**src/rtl/booth_mul_seq_pkg.sv**
```systemverilog
// Shared constants for the sequential Booth multiplier: FSM encoding,
// Booth recoding pairs and the default operand width.
package booth_mul_seq_pkg;

  localparam int DEFAULT_WIDTH = 32;

  localparam logic [1:0] ST_IDLE = 2'd0;
  localparam logic [1:0] ST_RUN  = 2'd1;
  localparam logic [1:0] ST_DONE = 2'd2;

  // {Q[0], q_m1} pairs that require an add or a subtract of M
  localparam logic [1:0] BOOTH_ADD = 2'b01;
  localparam logic [1:0] BOOTH_SUB = 2'b10;

endpackage

```
**src/rtl/booth_mul_seq_add_sub.sv**
```systemverilog
// Add/subtract unit built from chained 4-bit carry-lookahead slices.
// Subtract is a + ~b + 1. The top slice is partial: bits past W would only
// repeat the sign, so they are not built. The carry out of the MSB is not
// produced, so the generate term of the top bit is never needed.
module booth_add_sub #(
  parameter int W = 33
) (
  input  logic [W-1:0] a,
  input  logic [W-1:0] b,
  input  logic         sub,
  output logic [W-1:0] sum
);

  localparam int NS = (W + 3) / 4;

  logic [W-1:0]  bx;
  logic [W-1:0]  p;
  logic [W-2:0]  g;
  logic [W-1:0]  c;
  logic [NS-1:0] cs;

  assign bx    = b ^ {W{sub}};
  assign p     = a ^ bx;
  assign g     = a[W-2:0] & bx[W-2:0];
  assign cs[0] = sub;

  for (genvar s = 0; s < NS; s++) begin : g_slice
    localparam int BI = 4 * s;

    // in-slice lookahead carries, each bit derived straight from the slice carry-in
    for (genvar k = 0; k < 4; k++) begin : g_bit
      if (BI + k < W) begin : g_live
        if (k == 0) begin : g_c0
          assign c[BI] = cs[s];
        end else if (k == 1) begin : g_c1
          assign c[BI+1] = g[BI] | (p[BI] & cs[s]);
        end else if (k == 2) begin : g_c2
          assign c[BI+2] = g[BI+1] | (p[BI+1] & g[BI]) | (p[BI+1] & p[BI] & cs[s]);
        end else begin : g_c3
          assign c[BI+3] = g[BI+2] | (p[BI+2] & g[BI+1]) | (p[BI+2] & p[BI+1] & g[BI])
                         | (p[BI+2] & p[BI+1] & p[BI] & cs[s]);
        end
      end
    end

    // group carry into the next slice
    if (s < NS - 1) begin : g_cout
      assign cs[s+1] = g[BI+3] | (p[BI+3] & g[BI+2]) | (p[BI+3] & p[BI+2] & g[BI+1])
                     | (p[BI+3] & p[BI+2] & p[BI+1] & g[BI])
                     | (p[BI+3] & p[BI+2] & p[BI+1] & p[BI] & cs[s]);
    end
  end

  assign sum = p ^ c;

endmodule

```
**src/rtl/booth_mul_seq.sv**
```systemverilog
// Sequential radix-2 Booth multiplier, one recoding step per clock.
// A and M carry one extra sign bit so that subtracting the most negative
// multiplicand cannot overflow.
//
//   state | meaning
//   IDLE  | waiting for start, HI/LO hold the last product
//   RUN   | one Booth add/sub + arithmetic shift per cycle, WIDTH cycles
//   DONE  | single cycle, HI/LO just written; start here re-enters RUN
module booth_mul_seq
  import booth_mul_seq_pkg::*;
#(
  parameter int WIDTH = DEFAULT_WIDTH
) (
  input  logic             clock,
  input  logic             reset_n,
  input  logic             start,
  input  logic [WIDTH-1:0] multiplicand,
  input  logic [WIDTH-1:0] multiplier,
  output logic             busy,
  output logic             done,
  output logic [WIDTH-1:0] product_hi,
  output logic [WIDTH-1:0] product_lo
);

  localparam int CW = $clog2(WIDTH + 1);
  localparam logic [CW-1:0] COUNT_INIT = CW'(WIDTH);
  localparam logic [CW-1:0] COUNT_ONE  = CW'(1);

  logic [1:0]       state_q, state_d;
  logic [CW-1:0]    count_q, count_d;
  logic [WIDTH:0]   a_q, a_d;
  logic [WIDTH:0]   m_q, m_d;
  logic [WIDTH-1:0] q_q, q_d;
  logic             qm1_q, qm1_d;
  logic [WIDTH-1:0] hi_q, hi_d;
  logic [WIDTH-1:0] lo_q, lo_d;

  logic [1:0]       booth_bits;
  logic [WIDTH:0]   sum;
  logic [WIDTH:0]   a_step;

  assign booth_bits = {q_q[0], qm1_q};

  booth_add_sub #(.W(WIDTH + 1)) u_add_sub (
    .a   (a_q),
    .b   (m_q),
    .sub (booth_bits == BOOTH_SUB),
    .sum (sum)
  );

  assign a_step = ((booth_bits == BOOTH_ADD) || (booth_bits == BOOTH_SUB)) ? sum : a_q;

  // next-state: operand load on accepted start, Booth step + shift while running
  always_comb begin
    state_d = state_q;
    count_d = count_q;
    a_d     = a_q;
    m_d     = m_q;
    q_d     = q_q;
    qm1_d   = qm1_q;
    hi_d    = hi_q;
    lo_d    = lo_q;
    case (state_q)
      ST_IDLE, ST_DONE: begin
        if (start) begin
          state_d = ST_RUN;
          count_d = COUNT_INIT;
          a_d     = '0;
          m_d     = {multiplicand[WIDTH-1], multiplicand};
          q_d     = multiplier;
          qm1_d   = 1'b0;
        end else begin
          state_d = ST_IDLE;
        end
      end
      ST_RUN: begin
        a_d     = {a_step[WIDTH], a_step[WIDTH:1]};
        q_d     = {a_step[0], q_q[WIDTH-1:1]};
        qm1_d   = q_q[0];
        count_d = count_q - COUNT_ONE;
        if (count_q == COUNT_ONE) begin
          state_d = ST_DONE;
          hi_d    = a_d[WIDTH-1:0];
          lo_d    = q_d;
        end
      end
      default: state_d = ST_IDLE;
    endcase
  end

  // state and datapath registers with synchronous active-low reset
  always_ff @(posedge clock) begin
    if (!reset_n) begin
      state_q <= ST_IDLE;
      count_q <= '0;
      a_q     <= '0;
      m_q     <= '0;
      q_q     <= '0;
      qm1_q   <= 1'b0;
      hi_q    <= '0;
      lo_q    <= '0;
    end else begin
      state_q <= state_d;
      count_q <= count_d;
      a_q     <= a_d;
      m_q     <= m_d;
      q_q     <= q_d;
      qm1_q   <= qm1_d;
      hi_q    <= hi_d;
      lo_q    <= lo_d;
    end
  end

  assign busy       = (state_q == ST_RUN);
  assign done       = (state_q == ST_DONE);
  assign product_hi = hi_q;
  assign product_lo = lo_q;

endmodule

```
**config.mk**
```make
export PLATFORM = sky130hd
export DESIGN_NAME = booth_mul_seq
export DESIGN_NICKNAME = d
export VERILOG_FILES = /design/src/rtl/booth_mul_seq_pkg.sv /design/src/rtl/booth_mul_seq_add_sub.sv /design/src/rtl/booth_mul_seq.sv
export SDC_FILE = /design/constraint.sdc
export NUM_CORES = 1
export LEC_CHECK = 0
export CAP_MARGIN = 20
export CORE_MARGIN = 4
export CORE_UTILIZATION = 50
export CTS_BUF_LIST = sky130_fd_sc_hd__clkbuf_8
export DETAILED_ROUTE_END_ITERATION = 6
export PLACE_DENSITY = 0.84
export SETUP_SLACK_MARGIN = 0.2
export SLEW_MARGIN = 10
export SYNTH_ARGS = -nofsm -noshare
export SYNTH_HDL_FRONTEND = slang
export SYNTH_SLANG_ARGS = --single-unit
```
**constraint.sdc**
```tcl
create_clock -name clock -period 7.6 [get_ports clock]
set_clock_uncertainty 0.1 [all_clocks]
set_input_delay 0.76 -clock clock [delete_from_list [all_inputs] [get_ports clock]]
set_output_delay 0.76 -clock clock [all_outputs]
set_load 0.1 [all_outputs]
```
==> summary by stage <==
Clocking
The count of hold-fix buffers inserted at cts is 0. In this run, CTS created clock tree buffers numbering 17. In this run the number of H-tree levels came out at 4. Counting every sink on the clock net gives 169. After clock tree synthesis, the clock-pin slew on the worst setup and hold paths is 0.08 ns. The number of resized instances in the post-cts repair step is 0.

The buffer depth of the longest clock path is 2. The CTS tree is done. The clock latency on the worst-skew pair is 0.46 ns.

CTS placed an instance of sky130_fd_sc_hd__clkbuf_8 at the clock tree root. Buffers added to address setup during post-CTS repair amount to 0.

Detailed routing
The wire length reported by the detailed router is 20500 um. The detailed router placed 7284 vias in this run. Once detail routing completed, the nets flagged for antenna violations numbered 0.

After detailed routing, the number of vias per cell comes to 5.54. After detailed routing, the average wire length per cell comes to 15.6 um. The detailed-router iteration count before antenna repair is 5. The iteration-0 DRC count of the detailed router is 519. For this run, design rule violations remaining after detail routing come to 0.

Global route
The met2 usage is 37.7%. Global routing consumed, on the met1 layer, 29.5% of the routing resources. The overall routing resource usage is 22.7%.

The number of antenna violations at the first check in global routing is 0. The via count of the first global-routing pass is 7067. After global routing the overflow that remains totals 0. The first global-routing pass estimated 34000 um of wire. met2 is the most crowded layer.

Entering global routing, the biggest net connects 77 pins. The global routing usage on met3 is 4.53%.

STA
The final hold violation count is 0. At the pin with the least slew margin, the transition time is 1.08 ns. Headroom to the max-slew limit came out at 27.7%.

The number of max-slew violations in the final report was 0. Setup repair after global routing left no endpoint under its margin. Dividing the final minimum period by the clock period gives 59.2%. The post-route minimum period is 4.50 ns. The number of setup violations in the final report is 0.

Setup total negative slack on the finished layout was measured at 0 ns. Timing would allow up to 222 MHz.

Worst setup path
STA classifies the critical path endpoint as a register. The critical path is of the reg -> reg type. On the critical path, the stage with the largest delay is an instance of sky130_fd_sc_hd__ha_2. The top cell family by delay on the critical path is adder cells. The longest individual stage delay on the worst path is 0.85 ns. The startpoint type of the worst setup path is a register. At the worst endpoint, the arrival time is 4.78 ns.

Traced cell by cell, the critical path runs through ha_2, xor2_1, ha_1, and3_1, a221oi_1, o32a_1, a2111o_1, a31oi_4, a21oi_1, fa_1, xor2_1, o21ai_0, nand2_1, a21oi_1. The buffers plus inverters on the worst setup path is 0. The required time at the endpoint of the critical path is 7.88 ns.

In this run the worst path has a maximum fanout of 35.

Layout
The layout has 1424 filler cells. In the final design database the tool counted 1193 nets. The count of non-filler cells in the finished layout is 1314. The relative area change from synthesis to final layout is 22.4%. The finished cells cover 9900 sq um. For this run, the share of the core covered by cells in the final layout is 62.3%.

Of the cells placed in the final design, the portion with a size suffix greater than 1 is 5.10%.

Logic synthesis
In the synthesized netlist the async set-or-reset flop fraction comes to 0%. The mapped netlist covers 8090 sq um. The number of warnings issued by yosys is 0.

The post-synthesis net count is 1102. Counting instances in the post-synthesis netlist gives the leading cell types as 216 x sky130_fd_sc_hd__nand2_1, 169 x sky130_fd_sc_hd__dfxtp_1, 143 x sky130_fd_sc_hd__a21oi_1, 60 x sky130_fd_sc_hd__nor2_1, 55 x sky130_fd_sc_hd__clkbuf_1. The average footprint of a synthesized cell is 8.15 sq um. By instance count, the leading cell after synthesis is sky130_fd_sc_hd__nand2_1.

Sequential elements use 41.8% of the synthesized area. The fraction of synthesized cell area taken by the top area cell type is 41.8%. Yosys mapped a number of flops with a built-in enable equal to 0.

The cell count after synthesis came out at 993. Among all flip-flop cells after synthesis, the most frequent one is sky130_fd_sc_hd__dfxtp_1. The number of register bits inferred by synthesis is 169. Ranked by total cell area, the synthesized netlist is headed by sky130_fd_sc_hd__dfxtp_1 42%, sky130_fd_sc_hd__nand2_1 10%, sky130_fd_sc_hd__a21oi_1 8.8%. The number of library cell types mapped by synthesis is 65. Summed over all instances, the cell type with the most area after synthesis is sky130_fd_sc_hd__dfxtp_1.

Floorplan
Once the floorplan was initialized, standard cells occupied 50.9% of the core. The height of the die is 135 um. After floorplanning, the core was divided into 46 placement rows. Pin placement for this block handled 133 I/O pins. The chip width is 135 um.

The core region is 15900 sq um. The die outline area is 18300 sq um.

Power and ir drop
The power density over cell area is 195 nW/um^2. The total power consumption of the routed design is 0.00194 W. The analysis attributes to cell leakage a power of 3.85 nW. The maximum ir drop on the vdd rail is 0.000108 V.

Outcome
The run finished with clean final reports.

Placed design
Detailed placement ended at an HPWL of 13500 um. Port buffering added 132 buffers. The cell area after placement is 9480 sq um.

In this run, placement finished with an instance count of 1280. The routability congestion estimate from global placement is 0.896.

Hold path
The tightest min-delay check is of the reg -> reg type.

Flow run
The max capacitance violation total is 0.
[sequential cells by signal, indices dropped and copies added, names as in the netlist]
| signal | cells |
|---|---|
| state_q | 2 |
| q_q | 32 |
| product_lo | 32 |
| m_q | 32 |
| count_q | 6 |
| a_q | 32 |
| qm1_q | 1 |
| product_hi | 32 |
[metal layers]
layer	vias up	share of wire, %
li1	3639	-
met1	3400	44
met2	212	49
met3	33	5.2
met4	0	2.2
met5	-	0
[layout by cell type, fill, tap and decap left out, types with 6 or more instances in the layout]
cell,count
sky130_fd_sc_hd__nand2_1,215
sky130_fd_sc_hd__dfxtp_1,169
sky130_fd_sc_hd__a21oi_1,143
sky130_fd_sc_hd__clkdlybuf4s50_1,132
sky130_fd_sc_hd__nor2_1,59
sky130_fd_sc_hd__a22oi_1,45
sky130_fd_sc_hd__xor2_1,36
sky130_fd_sc_hd__ha_1,34
sky130_fd_sc_hd__o21ai_0,27
sky130_fd_sc_hd__nand3_1,20
sky130_fd_sc_hd__clkbuf_8,20
sky130_fd_sc_hd__inv_1,13
sky130_fd_sc_hd__xnor2_1,13
sky130_fd_sc_hd__a211oi_1,11
sky130_fd_sc_hd__mux2i_1,11
sky130_fd_sc_hd__o21ai_1,10
sky130_fd_sc_hd__nor3_1,10
sky130_fd_sc_hd__nand2b_1,9
sky130_fd_sc_hd__buf_4,9
sky130_fd_sc_hd__nand4_1,8
sky130_fd_sc_hd__a21o_1,8
sky130_fd_sc_hd__fa_1,7
sky130_fd_sc_hd__a31oi_1,6
[logic make-up (layout without fill, tap and decap cells)]
| family | after synthesis | after routing | share of synthesized area (%) |
|---|---|---|---|
| buffers and inverters | 82 | 186 | 4.18 |
| flip-flops | 169 | 169 | 41.8 |
| AO/OA/AOI/OAI | 287 | 287 | 21.7 |
| AND/OR/NAND/NOR | 352 | 352 | 18.4 |
| XOR/XNOR | 49 | 49 | 5.30 |
| adder cells (fa/ha/maj) | 42 | 42 | 7.15 |
| other | 0 | 1 | 0 |
| multiplexers | 12 | 12 | 1.50 |
[path summary, 6_finish.rpt]
check / endpoint / cells after the start / startpoint / slack [ns]
hold reg to reg: product_hi[12] / 2 / product_hi[12] / 0.35
setup / recovery: product_hi[28] / 14 / q_q[0] / 3.10
hold / removal: product_hi[12] / 2 / product_hi[12] / 0.35
setup reg to reg: product_hi[28] / 14 / q_q[0] / 3.10
[worst min-delay path: cells and delay by family, from the launching register on]
| kind | cells | cell delay (ns) |
|---|---|---|
| simple gates | 1 | 0.05 |
| flops | 1 | 0.31 |
| compound gates | 1 | 0.05 |
[through the flow]
stage	hold WS [ns]	setup slack [ns]
5_1_grt	0.380	2.74
6_report	0.354	3.10
3_5_place_dp	0.347	3.14
4_1_cts	0.358	3.11
2_1_floorplan	0.343	3.60
3_3_place_gp	0.343	3.27
[power by group]
part / total, W / internal, W / switching [W]
Sequential: 0.000951 / 0.000921 / 0.0000293
Combinational: 0.000344 / 0.000128 / 0.000216
Clock: 0.000641 / 0.000317 / 0.000325
Total: 0.00194 / 0.00137 / 0.000570
[area by class of cell]
cell class                 count  area [sq um]  area share (%)
antenna                        1          2.50          0.0253
clock buffer                  20           275            2.78
clock inverter                12           125            1.26
inverter                      12          47.5           0.480
multi-input combinational    742          4390            44.3
sequential                   169          3380            34.2
tap                          216           270            2.73
timing repair buffer         142          1410            14.2
No activity file was read; power rests on OpenSTA's default activity.
